===== src/rtl/pwm_pkg.sv =====
// Shared PWM decoder definitions: default sample width and sample type.
package pwm_pkg;

  localparam int unsigned PWM_SAMPLE_W = 8;

  typedef logic signed [PWM_SAMPLE_W-1:0] pwm_sample_t;

endpackage


===== src/rtl/sync_edge_detect.sv =====
// Trigger synchroniser plus rising-edge detector.
//   clk        : sampling clock
//   reset      : async active-high; flops preset to 1 so a high input at release is not an edge
//   async_in   : asynchronous input strobe
//   rise_pulse : registered one-cycle pulse per synchronised 0->1 transition
module sync_edge_detect #(
  parameter int unsigned SYNC_STAGES = 2
) (
  input  logic clk,
  input  logic reset,
  input  logic async_in,
  output logic rise_pulse
);

  logic [SYNC_STAGES-1:0] sync_q;
  logic                   prev_q;

  // Shift chain, edge history and registered edge pulse.
  always_ff @(posedge clk or posedge reset) begin
    if (reset) begin
      sync_q     <= '1;
      prev_q     <= 1'b1;
      rise_pulse <= 1'b0;
    end else begin
      sync_q     <= {sync_q[SYNC_STAGES-2:0], async_in};
      prev_q     <= sync_q[SYNC_STAGES-1];
      rise_pulse <= sync_q[SYNC_STAGES-1] & ~prev_q;
    end
  end

endmodule


===== src/rtl/pwm_sample_latch.sv =====
// Captures a signed PWM sample on each rising trigger edge into a small FIFO.
//   clk, reset  : clock, async active-high reset
//   trigger_out : async capture strobe (rising edge = one capture)
//   data_in     : signed sample, stable through the capture latency
//   data_out    : head of buffer when data_valid, else last popped value
//   data_valid  : buffer non-empty
//   data_ready  : consumer pops head when data_valid && data_ready
//   level       : entries held, 0..DEPTH
//   overflow    : sticky flag, a capture was dropped on a full buffer
//   clear_ovf   : synchronous overflow clear (a same-cycle drop wins)
module pwm_sample_latch
  import pwm_pkg::*;
#(
  parameter int unsigned DATA_WIDTH  = PWM_SAMPLE_W,
  parameter int unsigned DEPTH       = 4,
  parameter int unsigned SYNC_STAGES = 2
) (
  input  logic                         clk,
  input  logic                         reset,
  input  logic                         trigger_out,
  input  logic signed [DATA_WIDTH-1:0] data_in,
  output logic signed [DATA_WIDTH-1:0] data_out,
  output logic                         data_valid,
  input  logic                         data_ready,
  output logic [$clog2(DEPTH):0]       level,
  output logic                         overflow,
  input  logic                         clear_ovf
);

  localparam int unsigned AW = $clog2(DEPTH);
  localparam int unsigned PW = AW + 1;

  logic                         capture;
  logic signed [DATA_WIDTH-1:0] mem [DEPTH];
  logic [PW-1:0]                wr_ptr_q, rd_ptr_q;
  logic [PW-1:0]                wr_ptr_nxt_c, rd_ptr_nxt_c;
  logic [PW-1:0]                level_nxt_c;
  logic signed [DATA_WIDTH-1:0] head_nxt_c;
  logic [AW-1:0]                wr_idx_c, rd_idx_c, rd_idx_nxt_c;
  logic                         full_c, pop_c, wr_en_c, drop_c;

  sync_edge_detect #(
    .SYNC_STAGES (SYNC_STAGES)
  ) u_sync (
    .clk        (clk),
    .reset      (reset),
    .async_in   (trigger_out),
    .rise_pulse (capture)
  );

  assign wr_idx_c     = wr_ptr_q[AW-1:0];
  assign rd_idx_c     = rd_ptr_q[AW-1:0];
  assign rd_idx_nxt_c = rd_ptr_nxt_c[AW-1:0];
  // Same index with differing wrap bits means full.
  assign full_c  = (wr_ptr_q[AW] != rd_ptr_q[AW]) && (wr_idx_c == rd_idx_c);
  assign pop_c   = data_valid && data_ready;
  // A same-cycle pop frees the slot, so a full buffer still accepts.
  assign wr_en_c = capture && (!full_c || pop_c);
  assign drop_c  = capture && full_c && !pop_c;

  // Next pointers, level and the head value to present after this edge.
  always_comb begin
    wr_ptr_nxt_c = wr_ptr_q;
    rd_ptr_nxt_c = rd_ptr_q;
    level_nxt_c  = PW'(level);
    head_nxt_c   = data_out;
    if (wr_en_c) wr_ptr_nxt_c = wr_ptr_q + PW'(1);
    if (pop_c)   rd_ptr_nxt_c = rd_ptr_q + PW'(1);
    case ({wr_en_c, pop_c})
      2'b10:   level_nxt_c = PW'(level) + PW'(1);
      2'b01:   level_nxt_c = PW'(level) - PW'(1);
      default: level_nxt_c = PW'(level);
    endcase
    // The new head may be the entry being written this cycle.
    if (level_nxt_c != '0) begin
      if (wr_en_c && (rd_idx_nxt_c == wr_idx_c)) head_nxt_c = data_in;
      else                                       head_nxt_c = mem[rd_idx_nxt_c];
    end
  end

  // Sample storage, no reset needed.
  always_ff @(posedge clk) begin
    if (wr_en_c) mem[wr_idx_c] <= data_in;
  end

  // Pointers and registered outputs.
  always_ff @(posedge clk or posedge reset) begin
    if (reset) begin
      wr_ptr_q   <= '0;
      rd_ptr_q   <= '0;
      level      <= '0;
      data_valid <= 1'b0;
      data_out   <= '0;
      overflow   <= 1'b0;
    end else begin
      wr_ptr_q   <= wr_ptr_nxt_c;
      rd_ptr_q   <= rd_ptr_nxt_c;
      level      <= level_nxt_c;
      data_valid <= (level_nxt_c != '0);
      data_out   <= head_nxt_c;
      if (drop_c)         overflow <= 1'b1;
      else if (clear_ovf) overflow <= 1'b0;
    end
  end

endmodule


===== config.mk =====
export PLATFORM = sky130hd
export DESIGN_NAME = pwm_sample_latch
export DESIGN_NICKNAME = d
export VERILOG_FILES = /design/src/rtl/pwm_pkg.sv /design/src/rtl/sync_edge_detect.sv /design/src/rtl/pwm_sample_latch.sv
export SDC_FILE = /design/constraint.sdc
export NUM_CORES = 1
export LEC_CHECK = 0
export ABC_AREA = 1
export BUFFER_PORTS_ARGS = -buffer_cell sky130_fd_sc_hd__buf_2
export CORE_MARGIN = 5
export CORE_UTILIZATION = 45
export DETAILED_ROUTE_END_ITERATION = 8
export PLACE_DENSITY = 0.65
export SLEW_MARGIN = 20
export SYNTH_ARGS = -nofsm -noshare
export SYNTH_HDL_FRONTEND = slang
export SYNTH_SLANG_ARGS = --single-unit

===== constraint.sdc =====
create_clock -name clk -period 3.87 [get_ports clk]
set_input_delay 0.387 -clock clk [delete_from_list [all_inputs] [get_ports clk]]
set_output_delay 0.387 -clock clk [all_outputs]
set_load 0.02 [all_outputs]

== After elaboration in Yosys (flattened, before gate mapping) ==
Memory sizes are Yosys's and may differ from the RTL's. A register that Yosys moved wholly into a read port is not among the register bits.
Index checks and enable logic that the tools add are counted.

* Register bits after elaboration: 15
* Bits in writable memories: 32
* Bits of input ports: 13
* Output and inout port bits: 13
* Word-level logic and storage cells: 36
* Memories kept: 1

{| class="wikitable"
|+ Memory list
! name !! depth !! width !! rd ports !! clocked after Yosys merged registers in !! write ports !! RTL line !! RTL
|-
| mem || 4 || 8 || 1 || 1 || 1 || pwm_sample_latch.sv:34 || <nowiki>logic signed [DATA_WIDTH-1:0] mem [DEPTH];</nowiki>
|}

* Add/sub/neg operators: 4
* Eq/ne operators: 4
* Multiplexer cells: 6
* Bitwise gates (word level): 2
* Reductions and logical operators: 10

{| class="wikitable"
|+ Operator list
! cell !! number
|-
| 3-bit by 1-bit adder with 3-bit output (second input constant) || 3
|-
| 3-bit one-hot mux with 2 select lines || 1
|-
| 1-bit logical AND || 5
|-
| 1-bit 2-to-1 mux || 4
|-
| 3-bit nonzero test || 1
|-
| 3-bit by 1-bit subtractor with 3-bit output (second input constant) || 1
|-
| 2-bit by 1-bit == test with 1-bit output (second input constant) || 1
|-
| 2-bit == test || 1
|-
| 2-bit == test (second input constant) || 1
|-
| 1-bit logical NOT || 2
|-
| 2-bit 2-to-1 mux || 1
|-
| 2-bit nonzero test || 1
|-
| 1-bit bitwise AND || 1
|-
| 1-bit logical OR || 1
|-
| 1-bit inequality test || 1
|-
| 1-bit NOT || 1
|}

== Logic depth before layout (Yosys ltp) ==
Gate-level depths: netlist of run 1.

* Word-level depth: 8
* Depth in mapped cells: 12
* Mapped depth without buffers: 12

== Hierarchy ==
Synthesis of run 1 repeated with hierarchy kept, for this count alone.

* Cells, all modules: 249
* Area, all modules: 2,573.7 um2

{| class="wikitable"
|+ Modules (own cells, without submodules)
! module !! times used !! cells an instance !! area each (um2) !! sequential area each (um2)
|-
| pwm_sample_latch || 1 || 242 || 2,456.1 || 1,436.4
|-
| sync_edge_detect || 1 || 7 || 117.6 || 103.8
|}

== Worst setup path after synthesis of run 1 ==
No wires, ideal clock.

* Kind: reg2reg
* Start point: register data_valid
* End point: register data_out[0], read port of mem
* Library setup time: 0.118 ns
* Arrival: 1.911 ns
* Required time: 3.752 ns
* Slack: 1.841 ns
* Cell stages (with the launch flop): 13
* Buffers on the path: 0
* Period minus slack after synthesis: 2.029 ns
* Cells stage by stage: dfrtp_1 -> nand2_4 -> inv_1 -> nand2_2 -> fa_1 -> xnor2_1 -> xnor2_1 -> inv_1 -> nand2_1 -> nand2_4 -> nand3_4 -> nand2_1 -> nand2_1

* Word-level cells in the longest chain between the ends: 6
* Elaborated cells between the ends (all ways): 8
* Classes of those cells: 2 x eq/ne; 2 x mux; 4 x reduce/logical

{| class="wikitable"
|+ Ends and longest elaborated chain
! item !! RTL line !! RTL
|-
| start, declared || pwm_sample_latch.sv:23 || <nowiki>output logic data_valid,</nowiki>
|-
| start signal, assigned || pwm_sample_latch.sv:99 || <nowiki>data_valid <= (level_nxt_c != '0);</nowiki>
|-
| 1-bit logical AND (*) || pwm_sample_latch.sv:56 || <nowiki>assign pop_c = data_valid && data_ready;</nowiki>
|-
| 1-bit logical OR || pwm_sample_latch.sv:58 || <nowiki>assign wr_en_c = capture && (!full_c || pop_c);</nowiki>
|-
| 1-bit logical AND || pwm_sample_latch.sv:58 ||
|-
| 2-bit by 1-bit == test with 1-bit output or 2-bit == test (tied branches) || pwm_sample_latch.sv:69 || <nowiki>case ({wr_en_c, pop_c})</nowiki>
|-
| 3-bit one-hot mux with 2 select lines || pwm_sample_latch.sv:69 ||
|-
| 3-bit nonzero test || pwm_sample_latch.sv:75 || <nowiki>if (level_nxt_c != '0) begin</nowiki>
|-
| end, declared || pwm_sample_latch.sv:22 || <nowiki>output logic signed [DATA_WIDTH-1:0] data_out,</nowiki>
|}

Mark *: on every way between the ends. The rest lies on a longest branch, timed or not.
A chain may end at the register's enable or synchronous reset.

== Worst setup path after layout of run 1 ==
* Start point: register rd_ptr_q[0]
* End point: register data_out[3], read port of mem

* Word-level cells in the longest chain between the ends: 8
* Elaborated cells between the ends (all ways): 11
* Classes of those cells: 1 x add/sub; 3 x eq/ne; 2 x mux; 5 x reduce/logical

{| class="wikitable"
|+ Ends and longest elaborated chain
! item !! RTL line !! RTL
|-
| start, declared || pwm_sample_latch.sv:35 || <nowiki>logic [PW-1:0] wr_ptr_q, rd_ptr_q;</nowiki>
|-
| start signal, assigned || pwm_sample_latch.sv:97 || <nowiki>rd_ptr_q <= rd_ptr_nxt_c;</nowiki>
|-
| 2-bit == test || pwm_sample_latch.sv:55 || <nowiki>assign full_c = (wr_ptr_q[AW] != rd_ptr_q[AW]) && (wr_idx_c == rd_idx_c);</nowiki>
|-
| 1-bit logical AND || pwm_sample_latch.sv:55 ||
|-
| 1-bit logical NOT || pwm_sample_latch.sv:58 ||
|-
| 1-bit logical OR || pwm_sample_latch.sv:58 ||
|-
| 1-bit logical AND || pwm_sample_latch.sv:58 ||
|-
| 2-bit by 1-bit == test with 1-bit output or 2-bit == test (tied branches) || pwm_sample_latch.sv:69 ||
|-
| 3-bit one-hot mux with 2 select lines || pwm_sample_latch.sv:69 ||
|-
| 3-bit nonzero test || pwm_sample_latch.sv:75 ||
|}

Several ways; a longest one is shown, not always the timed one.

==> results of run 1 <==
[per-stage QoR]
step                      utilization  cells  area [um2]  setup WS (ns)
after floorplan                     -    248        2570           1.84
after global placement          0.495    342        2740           1.60
after detailed placement        0.495    342        2740           1.55
after CTS                       0.511    350        2830           1.55
after global routing            0.511    350        2830           1.34
final                           0.511    350        2830           1.57
[worst max-delay path, stage by stage, from the launching register on]
cell,delay [ns]
dfrtp_1,0.46
ha_1,0.31
inv_1,0.06
o21ai_4,0.48
nand2_2,0.14
a21oi_4,0.32
nand2_4,0.14
nand2_1,0.08
nand2_1,0.06
nand2_1,0.07
nand2_1,0.05
[final timing paths]
kind	end	start	slack, ns
max in group asynchronous	data_out[1]	reset	3.12
worst max-delay path	data_out[3]	rd_ptr_q[0]	1.57
worst min register to register	u_sync.sync_q[1]	u_sync.sync_q[0]	0.35
min in group asynchronous	overflow	reset	0.23
worst max register to register	data_out[3]	rd_ptr_q[0]	1.57
worst min-delay path	u_sync.sync_q[0]	trigger_out	0.17
[sequential cells by signal, summed over array words and instances (netlist names)]
signal,count
rd_ptr_q,3
overflow,1
level,3
wr_ptr_q,3
mem,32
u_sync.sync_q,2
u_sync.prev_q,1
data_valid,1
u_sync.rise_pulse,1
data_out,8
[power groups by stage]
stage,sequential [W],clock [W],combinational (W)
6_report,0.000866,0.000317,0.00117
4_1_cts,0.000869,0.000327,0.00119
3_3_place_gp,0.000880,0,0.00116
2_1_floorplan,0.000939,0,0.000856
5_1_grt,0.000884,0.000353,0.00133
3_5_place_dp,0.000880,0,0.00119
[per-layer routing]
layer	share of wire	track usage
met1	0.45	0.197
met2	0.48	0.234
met3	0.054	0.0375
met4	0.015	0.0590
met5	0	0
[placed cells by master, fill, tap and decap left out]
cell type	n
nand2_2	6
o21ai_0	6
o21ai_4	1
fa_1	1
nor2_4	1
nand3_2	2
dfstp_2	3
nor2_1	7
xnor2_2	1
xnor2_1	3
dfrtp_1	20
xor2_2	1
a21oi_4	1
nor2_2	1
nand2_4	3
clkinv_2	2
nand3_4	1
buf_2	25
inv_2	1
inv_1	31
ha_1	5
nand2_1	83
xor2_1	3
clkbuf_8	5
edfxtp_1	32
nand4_1	8
buf_4	1
inv_6	1
nand3_1	11
a21oi_1	8
o21ai_1	4
[cells by family (layout without fill, tap and decap cells)]
kind of cell / after synthesis / count (layout)
AOI/OAI and AO/OA: 20 / 20
xor gates and xnor gates: 8 / 8
adders and majority gates: 6 / 6
buffers and inverters: 36 / 66
DFF: 55 / 55
and+or+nand+nor: 123 / 123
[final cells by class]
type | count | share of cell area
clock buffer | 5 | 0.0243
sequential | 55 | 0.544
tap | 72 | 0.0318
timing repair buffer | 26 | 0.0469
multi-input combinational | 157 | 0.304
clock inverter | 3 | 0.00663
inverter | 32 | 0.0424
==> impl_metrics.ini, run 1 <==
[min_path]
min_path_type = input pin to flip-flop
holdPathStages = 1

[global_routing]
overflow = 0
grt_util_all_layers = 0.149
grt_pass1_vias = 1700
grt_pass1_wl_mm = 8.36
grt_start_max_net_pins = 26
antenna_found_initial = 0

[floorplan]
core_um2 = 5540
start_util = 0.463
die_h_um = 85.5
fp-row-count = 27
ios = 26
fp.dieW_um = 85.5
die-area_um2 = 7320

[yosys]
ys_seq_area_frac = 0.600
synth_top_area_frac = 0.374
synthTopCellsByCount = nand2_1, edfxtp_1, inv_1
syn_inst = 248
synth_nets = 267
synthMuxAreaShare = 0
synth_top_family_by_area = simple AND/OR/NAND/NOR gates
syn_area_um2 = 2570
yosys.area.top_type = edfxtp_1
synthAdderAreaFrac = 0.0322
synth_area_leaders = edfxtp_1, dfrtp_1, nand2_1
yosysUniqueCellTypes = 28
async_flop_share = 0.418
synth-compound-area-share = 0.0478
ys_warn_count = 0
synth-main-ff-cell = edfxtp_1
syn_area_per_cell_um2 = 10.4
synth_xor_area_frac = 0.0331
ys_ff_latch = 55
synth.most_common_cell = nand2_1
synth_edf_count = 32
synthSimpleGateAreaFrac = 0.222

[clock_network]
cts-root-buf = clkbuf_8
cts_tree = done
cts_made_buffers = 5
cts_max_path_buffers = 2
ctsHoldBuffers = 0
cts_max_level = 2
clkTransAtPathRegs_ns = 0.10
cts_resized = 0
cts.sinks = 55
post-cts-setup-buffers = 0
clock_latency_ns = 0.31

[timing]
finalCriticalPeriod_ns = 2.30
fmax_mhz = 435
tns_ns = 0
slew_headroom = 0.441
fin_crit_sh = 0.594
worst_pin_slew_ns = 0.837
holdWs_ns = 0.169
slew_violations = 0
rsz0062_at_grt = false
skew_ns = 0.00803
hold_viol_final = 0
setup_viol = 0

[final_layout]
fillers = 518
area_delta_synth_final_pct = 10.2
nets = 296
drive_above_1_share = 0.201
multi_input_area_um2 = 860
register_area_um2 = 1540
antenna_cells = 0

[setup_path]
cp_data_required_time_ns = 4.08
crit_path_start_kind = flip-flop
worstSetupEndpointType = flip-flop
crit_fanout = 19
ff2ff_path_depth = 10
cp.arrival_ns = 2.51
worstSetupPathType = flip-flop to flip-flop

[route]
viasPerCell = 4.92
drcViolationCount = 0
final_antenna_net_count = 0
drt_wl_total_mm = 4.83
drtIter0Drc = 58
drtPass1Iterations = 4
vias = 1723
wl_per_cell_um = 13.8

[power]
p_comb_frac = 0.498
leakagePower_nw = 1.32
p_switching_w = 0.00107
power_density_nw_per_um2 = 832
p_int_w = 0.00128
ir_drop_uv = 397
clock_power_share = 0.135
total_power_w = 0.00236
pwr-share-seq = 0.368
p_sw_frac = 0.456

[placement]
gp_congestion = 0.767
io_buffers = 25
hpwlAfterDp_mm = 3.39

[status]
outcome = complete, no violations

[flow_run]
drv_cap = 0
No activity file was read; power rests on OpenSTA's default activity.
==> inputs of run 2 (changes only) <==
==> constraint.sdc (replaced) <==
create_clock -name clk -period 2.2 [get_ports clk]
set_input_delay 0.22 -clock clk [delete_from_list [all_inputs] [get_ports clk]]
set_output_delay 0.22 -clock clk [all_outputs]
set_load 0.02 [all_outputs]
==> impl_metrics.ini, run 2 (synthesis gave the netlist of run 1 again) <==
[timing]
rsz0062_at_grt = false
skew_ns = 0.00749
fin_crit_sh = 0.918
fmax_mhz = 495
tns_ns = 0
slew_violations = 0
worst_pin_slew_ns = 0.899
setup_slack_ns = 0.179
setup_viol = 0
hold_viol_final = 0
finalCriticalPeriod_ns = 2.02
slew_headroom = 0.400

[placement]
pre_cts_ws_ns = 0.136
io_buffers = 25
hpwlAfterDp_mm = 3.43
gp_congestion = 0.800
place_area_um2 = 2810

[floorplan]
ios = 26
fp-row-count = 27
core_um2 = 5540
die_h_um = 85.5
start_util = 0.463
fp.dieW_um = 85.5
die-area_um2 = 7320

[global_routing]
grt_start_max_net_pins = 24
overflow = 0
antenna_found_initial = 0
grt_util_all_layers = 0.147
grt_pass1_vias = 1695
grt_pass1_wl_mm = 8.22

[clock_network]
cts.sinks = 55
clock_latency_ns = 0.30
cts_max_path_buffers = 2
post-cts-setup-buffers = 0
cts_made_buffers = 5
cts-root-buf = clkbuf_8
clkTransAtPathRegs_ns = 0.09
cts_tree = done
cts_max_level = 2

[final_layout]
drive_above_1_share = 0.218
largest_registers = mem x32, data_out x8
largest_reg_flops = 32
postLayoutCellArea_um2 = 2920
antenna_cells = 0
area_delta_synth_final_pct = 13.8
top_register = mem
nets = 304
layout_common_cells = nand2_1, edfxtp_1, inv_1
layout_commonest_cell = nand2_1

[route]
viasPerCell = 4.78
drt_wl_total_mm = 4.89
drtPass1Iterations = 4
drtIter0Drc = 65
wl_per_cell_um = 13.7
drcViolationCount = 0
vias = 1708
final_antenna_net_count = 0

[status]
outcome = complete, no violations

[setup_path]
cp.arrival_ns = 2.21
crit_fanout = 10
crit_top_cell = nand2_1
crit_chain = nand2_4 > inv_1 > nand2_2 > fa_2 > xnor2_1 > xnor2_1 > inv_1 > nand2_1 > nand2_4 > nand3_4 > nand2_1 > nand2_1
critPathSlowestCell = dfrtp_1
cpPeakStageDelay_ns = 0.39
cp_data_required_time_ns = 2.39
crit_path_start_kind = flip-flop
worstSetupPathType = flip-flop to flip-flop
worstSetupEndpointType = flip-flop

[power]
total_power_w = 0.00430
ir_drop_uv = 692
power_density_nw_per_um2 = 1470
leakagePower_nw = 1.36

[flow_run]
drv_cap = 0

[min_path]
min_path_type = input pin to asynchronous set/reset pin
-- run 2: cell type report --
class | instances | area, um2
inverter | 32 | 120
clock buffer | 6 | 72.6
multi-input combinational | 157 | 862
sequential | 55 | 1540
clock inverter | 1 | 30.0
fill | 530 | 2620
tap | 72 | 90.1
timing repair buffer | 34 | 208
-- run 2: layer usage --
| layer | up-vias | track usage | wire [um] |
|---|---|---|---|
| met2 | 25 | 0.241 | 2440 |
| li1 | 867 | - | - |
| met5 | - | 0 | 0 |
| met3 | 8 | 0.0298 | 176 |
| met4 | 0 | 0.0576 | 75 |
| met1 | 808 | 0.190 | 2200 |
-- run 2: path summary, 6_finish.rpt --
path | end | startpoint | cells past startpoint | slack [ns]
max | data_out[6] | data_valid | 12 | 0.18
min | data_out[7] | reset | 2 | 0.1
max reg2reg | data_out[6] | data_valid | 12 | 0.18
min reg2reg | u_sync.sync_q[1] | u_sync.sync_q[0] | 0 | 0.36
max in group asynchronous | data_out[2] | reset | 2 | 1.55
min in group clk | overflow | clear_ovf | 2 | 0.10
-- run 2: through the flow --
step | instances | hold slack, ns | util
4_1_cts | 356 | 0.000464 | 0.525
3_3_place_gp | 349 | 0.326 | 0.507
6_report | 357 | 0.0951 | 0.528
3_5_place_dp | 349 | 0.327 | 0.507
5_1_grt | 357 | 0.103 | 0.528
2_1_floorplan | 248 | 0.220 | -
-- run 2: timing repair --
item	CTS	global route
endpoints found under the hold margin	0	1
setup endpoints to repair	0	8
resized for setup	0	1
hold buffers	0	1
-- run 2: worst max-delay path: cells and delay by family (launching register included) --
| kind | cells | cell delay, ns |
|---|---|---|
| buffers and inverters | 2 | 0.16 |
| adder cells (fa/ha/maj) | 1 | 0.36 |
| flip-flops | 1 | 0.39 |
| XOR/XNOR | 2 | 0.26 |
| AND/OR/NAND/NOR | 7 | 0.73 |
-- run 2: power breakdown --
| part | internal, W | switching, W |
|---|---|---|
| Clock | 0.000334 | 0.000300 |
| Sequential | 0.00135 | 0.000176 |
| Combinational | 0.000740 | 0.00140 |
==> inputs of run 3 (changes only) <==
--- a/config.mk
+++ b/config.mk
@@ -6,11 +6,12 @@
 export NUM_CORES = 1
 export LEC_CHECK = 0
 export ABC_AREA = 1
-export BUFFER_PORTS_ARGS = -buffer_cell sky130_fd_sc_hd__buf_2
 export CORE_MARGIN = 5
 export CORE_UTILIZATION = 45
 export DETAILED_ROUTE_END_ITERATION = 8
-export PLACE_DENSITY = 0.65
+export DONT_BUFFER_PORTS = 1
+export GPL_TIMING_DRIVEN = 0
+export PLACE_DENSITY = 0.61
 export SLEW_MARGIN = 20
 export SYNTH_ARGS = -nofsm -noshare
 export SYNTH_HDL_FRONTEND = slang
==> impl_metrics.ini, run 3 (synthesis gave the netlist of run 1 again) <==
[setup_path]
ff2ff_path_depth = 12
cp.arrival_ns = 2.25
cp_data_required_time_ns = 2.40
crit_path_start_kind = flip-flop
worstSetupPathType = flip-flop to flip-flop
r2r_start = data_valid
crit_fanout = 6
worst_r2r_endpoint = data_out[0]
worstSetupEndpointType = flip-flop
rrSetupSlack_ns = 0.15

[global_routing]
antenna_found_initial = 0
grt_start_max_net_pins = 24
overflow = 0
grt_util_all_layers = 0.152
grt_pass1_vias = 1666
grt_pass1_wl_mm = 8.36

[power]
leakagePower_nw = 1.31
power_density_nw_per_um2 = 1480
ir_drop_uv = 703
total_power_w = 0.00433

[final_layout]
register_area_um2 = 1540
layout_common_cells = nand2_1, edfxtp_1, inv_1
multi_input_area_um2 = 877
nets = 292
postLayoutCellArea_um2 = 2920
largest_registers = mem x32, data_out x8
fillers = 510
top_register = mem
layout_commonest_cell = nand2_1
antenna_cells = 0
largest_reg_flops = 32
final_util = 0.527
area_delta_synth_final_pct = 13.8
drive_above_1_share = 0.172
final_cells = 346

[timing]
holdWs_ns = -0.00909
worst_pin_slew_ns = 0.912
fin_crit_sh = 0.930
slew_headroom = 0.391
skew_ns = 0.00945
hold_viol_final = 17
finalCriticalPeriod_ns = 2.05
slew_violations = 0
fmax_mhz = 489
setup_viol = 0

[route]
drtPass1Iterations = 4
drcViolationCount = 0
final_antenna_net_count = 0
wl_per_cell_um = 15.2
drtIter0Drc = 154
vias = 1715
viasPerCell = 4.96
drt_wl_total_mm = 5.26

[placement]
place_area_um2 = 2660
hpwlAfterDp_mm = 3.39
gp_congestion = 0.732
io_buffers = 0
dp_cells = 320

[floorplan]
core_um2 = 5540
die_h_um = 85.5
die-area_um2 = 7320
fp.dieW_um = 85.5
ios = 26
fp-row-count = 27
start_util = 0.463

[min_path]
min_path_type = input pin to asynchronous set/reset pin

[status]
outcome = finished, violations left
violations = hold timing

[clock_network]
cts_max_path_buffers = 2
clkTransAtPathRegs_ns = 0.10
cts.sinks = 55
cts_tree = done
cts-root-buf = clkbuf_8
cts_max_level = 2
cts_made_buffers = 5
clock_latency_ns = 0.31

[flow_run]
drv_cap = 0
==> run 3: cell count changes in the layout (fill, tap and decap cells not counted), sizes merged <==
cell and delta:
inv +1, dlygate4sd3 +9, bufinv -1, buf -22
clkbuf +2
==> run 3: layout make-up <==
class | instances | share of cell area
Clock buffer | 7 | 0.0261
Buffer | 4 | 0.0163
Multi-Input combinational cell | 157 | 0.300
Sequential cell | 55 | 0.528
Clock inverter | 1 | 0.00300
Inverter | 32 | 0.0411
Timing Repair Buffer | 18 | 0.0548
Tap cell | 72 | 0.0308
==> run 3: critical path: stages, from the launching register on <==
cell and delay, ns:
dfrtp_2 0.46, nand2_4 0.09, inv_2 0.09, nand2_4 0.08, fa_1 0.38, xnor2_1 0.19, xnor2_1 0.14, inv_1 0.07
nand2_2 0.08, nand2_4 0.07, buf_4 0.15, nand4_1 0.08, nand2_1 0.06
==> run 3: worst max path at each step <==
stage	from	endpoint	slack, ns
2_1_floorplan	data_valid	data_out[0]	0.17
3_3_place_gp	data_valid	data_out[4]	-0.1
3_5_place_dp	data_valid	data_out[4]	-0.11
4_1_cts	data_valid	data_out[7]	0.01
5_1_grt	wr_ptr_q[1]	mem[3][5]	-0.02
6_report	data_valid	data_out[0]	0.15
==> run 3: through the flow <==
step                hold WS [ns]  TNS [ns]  setup WS, ns
floorplan                  0.220         0         0.171
global placement           0.225    -0.659       -0.0992
detailed placement         0.225    -0.946        -0.110
CTS                       0.0249         0        0.0132
global route              0.0601    -0.101       -0.0166
finish                  -0.00909         0         0.153
==> run 3: routing by layer <==
layer  up-vias  global-route usage  wire (um)
met5         -                   0          0
met4         0              0.0604        135
met3        15              0.0394        254
met2        38               0.261       2670
met1       811               0.181       2200
li1        851                   -          -
==> run 3: report_power, final <==
part | internal, W | total, W | switching, W | leakage (nW)
clock | 0.000230 | 0.000550 | 0.000320 | 0.0428
combinational | 0.000798 | 0.00210 | 0.00130 | 0.713
sequential | 0.00135 | 0.00169 | 0.000335 | 0.558
==> run 3: repair_timing <==
action | 4_1_cts | 5_1_grt
gates resized for setup | 2 | 6
setup endpoints to repair | 24 | 24
endpoints found under the hold margin | 34 | 0
pin swaps | 1 | 3
hold buffers | 10 | 0
buffers inserted | 3 | 5
